### config.mk
export PLATFORM = sky130hd
export DESIGN_NAME = pc_unit
export DESIGN_NICKNAME = d
export VERILOG_FILES = /design/src/rtl/pc_unit.sv
export SDC_FILE = /design/constraint.sdc
export NUM_CORES = 1
export LEC_CHECK = 0
export CORE_ASPECT_RATIO = 1.2
export CORE_UTILIZATION = 52
export DETAILED_ROUTE_END_ITERATION = 10
export DONT_BUFFER_PORTS = 1
export GPL_TIMING_DRIVEN = 0
export PLACE_DENSITY = 0.66
export SYNTH_ARGS = -nofsm -noshare
export SYNTH_HDL_FRONTEND = slang
export SYNTH_SLANG_ARGS = --single-unit
### constraint.sdc
create_clock -name clk -period 8 [get_ports clk]
set_input_delay 0.4 -clock clk [delete_from_list [all_inputs] [get_ports clk]]
set_output_delay 0.4 -clock clk [all_outputs]
set_load 0.1 [all_outputs]
### src/rtl/pc_unit.sv
// Program counter with boot sequencing, fixed-priority next-PC selection,
// alignment checking and a circular return-address stack.
module pc_unit #(
   parameter int               WIDTH        = 32,
   parameter logic [WIDTH-1:0] RESET_VECTOR = 32'h0000_0000,
   parameter logic [WIDTH-1:0] EXC_VECTOR   = 32'h0000_0180,
   parameter int               RAS_DEPTH    = 4
) (
   input  logic             clk,
   input  logic             startin_n,
   input  logic             stall,
   input  logic             exc,
   input  logic             br_taken,
   input  logic [WIDTH-1:0] br_offset,
   input  logic             jump,
   input  logic [WIDTH-1:0] jump_target,
   input  logic             jr,
   input  logic [WIDTH-1:0] jr_target,
   input  logic             call,
   input  logic             ret,
   output logic [WIDTH-1:0] out,
   output logic [WIDTH-1:0] pc_plus4,
   output logic             ras_empty,
   output logic             ras_full,
   output logic             misalign_err,
   output logic             state_dbg
);

   localparam int PW = (RAS_DEPTH > 1) ? $clog2(RAS_DEPTH) : 1;
   localparam int CW = $clog2(RAS_DEPTH + 1);

   typedef enum logic {BOOT = 1'b0, RUN = 1'b1} state_t;

   state_t           state;
   logic [WIDTH-1:0] ras_mem [RAS_DEPTH];
   logic [PW-1:0]    top_ptr;
   logic [PW-1:0]    top_ptr_next;
   logic [PW-1:0]    ptr_inc;
   logic [PW-1:0]    ptr_dec;
   logic [PW-1:0]    wr_ptr;
   logic [CW-1:0]    count;
   logic [CW-1:0]    count_next;
   logic             ras_wr;
   logic             ras_active;
   logic             stack_empty;

   logic [WIDTH-1:0] br_target;
   logic [WIDTH-1:0] ret_target;
   logic [WIDTH-1:0] redirect;
   logic [WIDTH-1:0] pc_next;
   logic             redirect_en;
   logic             misalign;

   assign pc_plus4    = out + WIDTH'(4);
   assign br_target   = pc_plus4 + (br_offset << 2);
   assign stack_empty = (count == '0);
   assign ret_target  = stack_empty ? jr_target : ras_mem[top_ptr];
   assign state_dbg   = (state == RUN);

   // Stack traffic only happens on a cycle that actually advances the PC.
   assign ras_active = (state == RUN) && !exc && !stall;

   assign ptr_inc = (top_ptr == PW'(RAS_DEPTH - 1)) ? '0 : top_ptr + PW'(1);
   assign ptr_dec = (top_ptr == '0) ? PW'(RAS_DEPTH - 1) : top_ptr - PW'(1);

   always_comb begin
      redirect_en = 1'b0;
      redirect    = pc_plus4;
      if (ret) begin
         redirect_en = 1'b1;
         redirect    = ret_target;
      end else if (jr) begin
         redirect_en = 1'b1;
         redirect    = jr_target;
      end else if (jump) begin
         redirect_en = 1'b1;
         redirect    = jump_target;
      end else if (br_taken) begin
         redirect_en = 1'b1;
         redirect    = br_target;
      end
      misalign = redirect_en && (redirect[1:0] != 2'b00);

      if (exc)              pc_next = EXC_VECTOR;
      else if (stall)       pc_next = out;
      else if (misalign)    pc_next = EXC_VECTOR;
      else if (redirect_en) pc_next = redirect;
      else                  pc_next = pc_plus4;
   end

   // Simultaneous ret+call swaps the top in place; on an empty stack the pop
   // is a no-op so it degenerates to a plain push.
   always_comb begin
      ras_wr       = 1'b0;
      wr_ptr       = top_ptr;
      top_ptr_next = top_ptr;
      count_next   = count;
      if (ras_active) begin
         if (ret && call && !stack_empty) begin
            ras_wr = 1'b1;
            wr_ptr = top_ptr;
         end else if (call && (ret || jr || jump)) begin
            ras_wr       = 1'b1;
            wr_ptr       = ptr_inc;
            top_ptr_next = ptr_inc;
            if (count != CW'(RAS_DEPTH)) count_next = count + CW'(1);
         end else if (ret && !stack_empty) begin
            top_ptr_next = ptr_dec;
            count_next   = count - CW'(1);
         end
      end
   end

   always_ff @(posedge clk or negedge startin_n) begin
      if (!startin_n) begin
         state        <= BOOT;
         out          <= RESET_VECTOR;
         count        <= '0;
         top_ptr      <= PW'(RAS_DEPTH - 1);
         ras_empty    <= 1'b1;
         ras_full     <= 1'b0;
         misalign_err <= 1'b0;
      end else if (state == BOOT) begin
         state        <= RUN;
         out          <= RESET_VECTOR;
         misalign_err <= 1'b0;
      end else begin
         out          <= pc_next;
         count        <= count_next;
         top_ptr      <= top_ptr_next;
         ras_empty    <= (count_next == '0);
         ras_full     <= (count_next == CW'(RAS_DEPTH));
         misalign_err <= misalign && !exc && !stall;
      end
   end

   // Entries beyond count are don't-care, so the storage needs no reset.
   always_ff @(posedge clk) begin
      if (ras_wr) ras_mem[wr_ptr] <= pc_plus4;
   end

endmodule

==> key figures, run 1 <==
Outcome
  – Outcome: finished clean

Floorplanning
  – Die width: between 100 and 150 um
  – Core area: 18400 sq um
  – Die Y: 153 um
  – Initial core utilization: roughly 53%
  – Die area: 19500 sq um
  – # rows: 54
  – IO Pins: between 150 and 200

CTS
  – CTS HTree Levels: 4
  – CTS clock-pin slew for the worst setup and hold paths: approximately 0.07 ns
  – Post-CTS Setup Bufs: 0
  – CTS tree: built
  – Longest Clk Path Bufs: 2
  – Inserted Clock Buffers: 17
  – Clock latency at the later pin of the worst-skew pair: 0.43 ns
  – Post-CTS Resized: 0
  – Root Buffer Master: clkbuf_16
  – Clock tree sinks: 169

Placed design
  – DP Wirelength: 24900 um
  – Gpl congestion: 0.945
  – Placed cells: ~1.2k
  – Port Buf Inserts: 0

Critical path
  – CP required: 8.32 ns
  – Critical-path maximum fanout: 7
  – R2R Setup Slk: ~2.3 ns
  – Crit-path slowest cell: dfrtp_1
  – Max incr delay on CP: approximately 1.0 ns
  – Startpoint types: flip-flop
  – Crit path DAT: around 6.0 ns
  – Worst r2r src: out[2]
  – R2R Path End: out[31]
  – CP cell instances: ha_1 -> nand3_2 -> nor2_4 -> nand3_4 -> nor3_4 -> nand2_2 -> xnor2_4 -> ha_1 -> nand3_1 -> nor2_1 -> nand2_1 -> nor2_1 -> a21boi_2 -> nor3_1 -> or4_1 -> a211oi_2 -> o21ai_1
  – WS Path Type: reg2reg
  – Worst Reg-to-Reg Cells: 17
  – CP endpoint kind: flip-flop

Synth
  – Yosys cell types: 87
  – Synthesized area: 9830 sq um
  – Largest cells by area after synthesis: edfxtp_1 (39%), dfrtp_1 (9.7%), mux4_2 (7.1%)
  – Synth top area share: 39.1%
  – Syn_area_per_cell: 11.4 sq um
  – Synth warn: 0
  – Post-synth EDFFs: 128
  – Commonest register cell after synthesis: edfxtp_1
  – Biggest area consumer among synthesized cells: edfxtp_1
  – Syn Inst Count: 863
  – Seq/Total Area, Yosys: 49.6%
  – #FFs+latches synth: 169
  – Syn_nets: 1011
  – Ys async rst share: approximately 24%

Power and ir drop
  – Pwr/cell area: 234 nW/um^2
  – Maximum VDD drop: 0.169 mV
  – Clk pwr share: 29.2%
  – Int Power: 0.00175 W
  – Sw frac: 37.4%
  – Comb pwr share: a little over 30%
  – NetSw: roughly 0.0010 W
  – Lkg Pwr: approximately 4.6 nW
  – Seq pwr share: 40.2%

Run
  – Max Cap Viol: 0

STA
  – Clock skew: roughly 0.009 ns
  – Crit path time final: 5.67 ns
  – WHS: 0.198 ns
  – Rel. slew slack: 5.28%
  – Peak Freq: 176 MHz
  – Setup TNS Final: 0 ns
  – Final setup fails: 0
  – Unrepaired setup endpoints after global routing: false
  – Period utilization: 70.9%
  – Fin. Hold Viols: 0
  – Final Slew Violations: 0
  – Slew @ Worst Pin: around 1.4 ns

Drt
  – Final WL: 33100 um
  – Routed vias: 8142
  – Via density: 6.78
  – Post-DR wirelength/cell: ~28 um
  – Antenna-violating nets left: 0
  – DR DRC count: 0
  – TritonRoute pass-1 iters: 5
  – Initial DRC count: between 700 and 800

Layout
  – P&R area growth vs syn: 21.4%
  – Layout Cells excl Fill: 1201
  – Final nets: 1084
  – Fraction of layout cells with a size suffix above 1: 19.0%
  – Ant diodes: 0

GRT
  – Vias in the first global route: 8200
  – Overflow after GRT: 0
  – Largest net degree at the start of global routing: 42
  – Initial antenna violation count: 1
  – First-pass GRT wire length: 48500 um
  – GRT Util Overall: 34.6%

Hold path
  – Hold path startpoint: jr_target[4]
  – Worst Hold End: out[4]
  – Worst hold stages: 2
  – Hold WC Path Type: in2reg
per-stage QoR:
step	total power [W]	cell area, sq um	utilization, %	setup WS [ns]
after global placement	0.00188	10100	55.2	1.17
after global routing	0.00288	11900	64.9	2.14
after detailed placement	0.00197	11300	61.5	2.51
final	0.00279	11900	64.9	2.33
after floorplan	0.00169	9830	-	1.91
after CTS	0.00278	11900	64.9	2.44
worst max-delay path by stage:
stage	start	to	slack, ns	cells after the start
after floorplan	out[3]	out[31]	1.91	17
after global placement	out[6]	out[31]	1.17	15
after detailed placement	out[4]	out[31]	2.51	16
after CTS	out[2]	out[31]	2.44	17
after global routing	out[2]	out[31]	2.14	17
final	out[2]	out[31]	2.33	17
cell families (layout without fill, tap and decap cells):
kind of cell | after synthesis | in the layout | share of synthesized area, %
simple gates | 268 | 268 | 13.8
other cells | 1 | 1 | 0.0381
compound gates | 238 | 238 | 16.5
buf+inv | 61 | 147 | 2.57
mux | 35 | 35 | 7.52
flops | 169 | 169 | 49.6
fa+ha+maj | 43 | 43 | 5.55
xor+xnor | 48 | 48 | 4.43
what timing repair did:
item	CTS	global route
setup endpoints to repair	0	0
hold buffers	2	0
hold endpoints to repair	41	0
per-layer routing:
layer  vias up  wire [um]  global-route usage, %
met5         -         12                      0
met4         2       1750                   19.0
met3       116       3440                   9.66
met2       514      15600                   55.1
met1      4028      12300                   42.4
li1       3482          -                      -
cells in the mapped netlist (21+ instances only):
library cell    n
xnor2_1        30
nor2_1         81
clkbuf_1       25
mux4_2         31
dfrtp_1        38
ha_1           42
a21oi_1        45
nor3_1         21
o21ai_0        43
nand2_1        74
inv_1          21
edfxtp_1      128
flip-flops by register name (all words and copies together) (netlist names):
| register | cells |
|---|---|
| ras_empty | 1 |
| misalign_err | 1 |
| count | 3 |
| top_ptr | 2 |
| state_dbg | 1 |
| ras_full | 1 |
| out | 32 |
| ras_mem | 128 |
power groups by stage:
stage | combinational [W] | sequential [W] | clock (W)
global route | 0.000901 | 0.00113 | 0.000854
detailed placement | 0.000834 | 0.00114 | 0
CTS | 0.000845 | 0.00112 | 0.000818
floorplan | 0.000562 | 0.00113 | 0
global placement | 0.000737 | 0.00114 | 0
finish | 0.000853 | 0.00112 | 0.000816
cell type report:
cell class,count,area (sq um)
plain buffers,37,163
clock buffers,17,425
clock inverters,15,158
fillers,1405,6450
inverters,24,90.1
multi-input cells,633,4960
flip-flops and latches,169,4870
well taps,252,315
repair buffers,54,942
critical path, delay by kind of cell (launching register included):
| family | cells | cell delay, ns |
|---|---|---|
| AND/OR/NAND/NOR | 11 | 2.37 |
| adder cells (fa/ha/maj) | 2 | 0.76 |
| flip-flops | 1 | 1.04 |
| XOR/XNOR | 1 | 0.79 |
| AO/OA/AOI/OAI | 3 | 0.57 |
cell usage in the layout, fill, tap and decap left out, drive strengths merged, types with 8 or more instances in the layout:
| cell type | Yosys | routed |
|---|---|---|
| a211oi | 16 | 16 |
| a21o | 13 | 13 |
| a21oi | 48 | 48 |
| a221oi | 9 | 9 |
| a22o | 9 | 9 |
| and3 | 8 | 8 |
| buf | 12 | 65 |
| clkbuf | 25 | 42 |
| clkinv | 1 | 8 |
| dfrtp | 38 | 38 |
| edfxtp | 128 | 128 |
| ha | 42 | 42 |
| inv | 23 | 30 |
| mux4 | 31 | 31 |
| nand2 | 78 | 78 |
| nand3 | 19 | 19 |
| nand4 | 10 | 10 |
| nor2 | 83 | 83 |
| nor3 | 23 | 23 |
| nor4 | 8 | 8 |
| o211ai | 9 | 9 |
| o21ai | 54 | 54 |
| o22ai | 17 | 17 |
| or3 | 9 | 9 |
| xnor2 | 31 | 31 |
| xor2 | 17 | 17 |
No activity file was read; power rests on OpenSTA's default activity.
==> run 2, diff against run 1 <==
--- a/config.mk
+++ b/config.mk
@@ -5,12 +5,13 @@
 export SDC_FILE = /design/constraint.sdc
 export NUM_CORES = 1
 export LEC_CHECK = 0
+export ABC_AREA = 1
 export CORE_ASPECT_RATIO = 1.2
 export CORE_UTILIZATION = 52
 export DETAILED_ROUTE_END_ITERATION = 10
 export DONT_BUFFER_PORTS = 1
 export GPL_TIMING_DRIVEN = 0
-export PLACE_DENSITY = 0.66
+export PLACE_DENSITY = 0.69
 export SYNTH_ARGS = -nofsm -noshare
 export SYNTH_HDL_FRONTEND = slang
 export SYNTH_SLANG_ARGS = --single-unit
==> constraint.sdc (replaced) <==
create_clock -name clk -period 5 [get_ports clk]
set_input_delay 0.25 -clock clk [delete_from_list [all_inputs] [get_ports clk]]
set_output_delay 0.25 -clock clk [all_outputs]
set_load 0.1 [all_outputs]
==> run 2 against run 1 <==
- clock skew up 0.00090 ns
- utilization down 5.5 points
- sequential power up 62%
- worst setup slack worse by 2.2 ns
- critical path type unchanged
- synthesized area up 13%
- largest power group unchanged
- fmax up 17%
==> key figures, run 2 <==
Drt
  – Antenna-violating nets left: 0
  – DR DRC count: 0
  – Post-DR wirelength/cell: 22.2 um
  – TritonRoute pass-1 iters: 6
  – Initial DRC count: 1188
  – Via density: 5.91
  – Routed vias: 10.5k
  – Final WL: 39400 um

Critical path
  – Worst Reg-to-Reg Cells: 19
  – Crit path DAT: ~5.2 ns
  – WP buf/inv: 1
  – R2R Setup Slk: 0.17 ns
  – Worst r2r src: out[17]
  – R2R Path End: out[28]
  – CP required: 5.32 ns
  – Most used cell, CP: nand2_1
  – Max incr delay on CP: between 1 and 1.5 ns
  – CP endpoint kind: flip-flop
  – Startpoint types: flip-flop
  – WS Path Type: reg2reg
  – Critical-path maximum fanout: 7
  – CP delay by family, top: simple AND/OR/NAND/NOR gates
  – Crit-path slowest cell: dfrtp_1
  – CP cell instances: nand2_1 -> nor2_2 -> nand3_1 -> o21bai_1 -> nand2_1 -> inv_1 -> ha_1 -> a21oi_1 -> nand2_1 -> a21oi_1 -> nor2_1 -> nor2_1 -> nand3_1 -> nand3_1 -> nand2_1 -> nand2_1 -> nand2_1 -> nand2_1 -> nand2_1

Synth
  – Biggest area consumer among synthesized cells: edfxtp_1
  – Largest cells by area after synthesis: edfxtp_1 (35%), nand2_1 (14%), dfrtp_1 (8.6%)
  – Top cells by count, synth: nand2_1 (419), nor2_1 (185), inv_1 (165), edfxtp_1 (128), o21ai_0 (86)
  – Seq/Total Area, Yosys: 43.9%
  – Synthesized area: 11100 sq um
  – Ys async rst share: around 24%
  – Synth warn: 0
  – Commonest register cell after synthesis: edfxtp_1
  – Yosys cell types: 54
  – Syn Inst Count: 1458
  – #FFs+latches synth: roughly 170
  – Syn_area_per_cell: 7.62 sq um
  – Post-synth EDFFs: 128
  – Most common cell in the netlist: nand2_1
  – Syn_nets: 1606
  – Synth top area share: 34.6%

Floorplanning
  – Die width: 135 um
  – Initial core utilization: 53.0%
  – Die area: 21900 sq um
  – Core area: 21000 sq um
  – IO Pins: ~170
  – Die Y: 162 um
  – # rows: 58

CTS
  – Clock latency at the later pin of the worst-skew pair: 0.43 ns
  – Clock tree sinks: 169
  – Root Buffer Master: clkbuf_16
  – Longest Clk Path Bufs: 2
  – CTS HTree Levels: 4
  – CTS clock-pin slew for the worst setup and hold paths: approximately 0.070 ns
  – Inserted Clock Buffers: 17
  – CTS tree: built

Layout
  – Commonest non-fill, non-tap cell in the layout: nand2_1
  – Layout Cells excl Fill: between 1.5k and 2k
  – Fraction of layout cells with a size suffix above 1: between 10% and 20%
  – Ant diodes: 0
  – Most frequent cells in the layout: nand2_1 (419), nor2_1 (180), inv_1 (164)
  – Final nets: ~1.6k
  – Largest registers: ras_mem (128), out (32), count (3)
  – Fill count: slightly below 2k
  – Largest Register: ras_mem
  – Max FFs per register: 128
  – P&R area growth vs syn: 12.2%

STA
  – Final setup fails: 0
  – Rel. slew slack: between 10% and 20%
  – PnR worst setup slack: 0.169 ns
  – Clock skew: between 0.009 and 0.01 ns
  – Crit path time final: 4.83 ns
  – WHS: 0.0397 ns
  – Slew @ Worst Pin: approximately 1.3 ns
  – Fin. Hold Viols: 0
  – Final Slew Violations: 0
  – Peak Freq: around 210 MHz
  – Period utilization: 96.6%
  – Unrepaired setup endpoints after global routing: false

Hold path
  – Worst hold stages: 2
  – Worst Hold End: out[0]
  – Hold path startpoint: stall
  – Hold WC Path Type: in2reg

GRT
  – GRT Util Overall: a little over a third
  – Vias in the first global route: 10.1k
  – Largest net degree at the start of global routing: 42
  – Initial antenna violation count: 1
  – First-pass GRT wire length: 58000 um
  – Overflow after GRT: 0

Power and ir drop
  – Pwr/cell area: 382 nW/um^2
  – Lkg Pwr: 5.60 nW
  – Maximum VDD drop: 0.311 mV

Placed design
  – DP Wirelength: 30300 um
  – Placed cells: 1738
  – Gpl congestion: 0.920
  – Port Buf Inserts: 0
  – Placement Setup Slack: -0.337 ns

Run
  – Max Cap Viol: 0

Outcome
  – Outcome: finished clean
## run 2: changes by cell type after synthesis, moves of 24 or more
cell and change:
a21oi_1 +24, inv_1 +144, mux4_2 -31, nand2_1 +345, nand3_1 +62, nor2_1 +104
o21ai_0 +43, xnor2_1 -27
## run 2: kinds of logic after synthesis
| logic type | Yosys count | share of synthesized area [%] |
|---|---|---|
| simple gates | 761 | 28.9 |
| compound gates | 241 | 12.8 |
| buf+inv | 226 | 8.13 |
| flops | 169 | 43.9 |
| fa+ha+maj | 43 | 4.91 |
| xor+xnor | 17 | 1.34 |
| other cells | 1 | 0.0338 |
## run 2: cell type report
cell class              instances  area (sq um)  share of cell area (%)
plain buffers                  46           228                    1.83
clock buffers                  20           467                    3.75
clock inverters                12           138                    1.10
inverters                     180           679                    5.45
multi-input cells            1063          5460                    43.9
flip-flops and latches        169          4900                    39.3
well taps                     270           338                    2.71
repair buffers                 14           246                    1.98
## run 2: how the worst max path moves through the flow
stage | cells past startpoint | slack, ns | from | endpoint
after floorplan | 12 | 0.25 | out[4] | out[9]
after global placement | 18 | -0.95 | out[2] | out[17]
after detailed placement | 24 | -0.34 | out[2] | out[27]
after CTS | 20 | 0.003 | out[12] | out[31]
after global routing | 20 | 0.005 | out[17] | out[28]
final | 19 | 0.17 | out[17] | out[28]
## run 2: metrics by stage
stage | power (W) | util, % | cell area, sq um | TNS [ns]
floorplan | 0.00284 | - | 11100 | 0
global placement | 0.00328 | 54.7 | 11500 | -18.99
detailed placement | 0.00334 | 56.1 | 11800 | -2.59
CTS | 0.00470 | 59.2 | 12400 | 0
global route | 0.00492 | 59.4 | 12500 | 0
finish | 0.00476 | 59.4 | 12500 | 0
## run 2: report_power, final
part           leakage [nW]  internal (W)  switching, W
clock                 0.294      0.000783      0.000594
sequential             1.72       0.00159      0.000222
combinational          3.58      0.000429       0.00115
total                  5.60       0.00280       0.00196
## run 2: layer usage
metal	up-vias	track usage, %	wire length (um)
met5	-	0	16
met4	2	19.4	2150
met3	136	9.61	4250
met2	627	63.1	19200
met1	4844	41.1	13700
li1	4879	-	-
## run 2: repair_timing
item                                    CTS  global route
pin swaps                                 0             1
hold buffers                              3             0
setup buffers                             0             1
endpoints found under the setup margin   19            18
resized for setup                         7            13
endpoints found under the hold margin    42             0
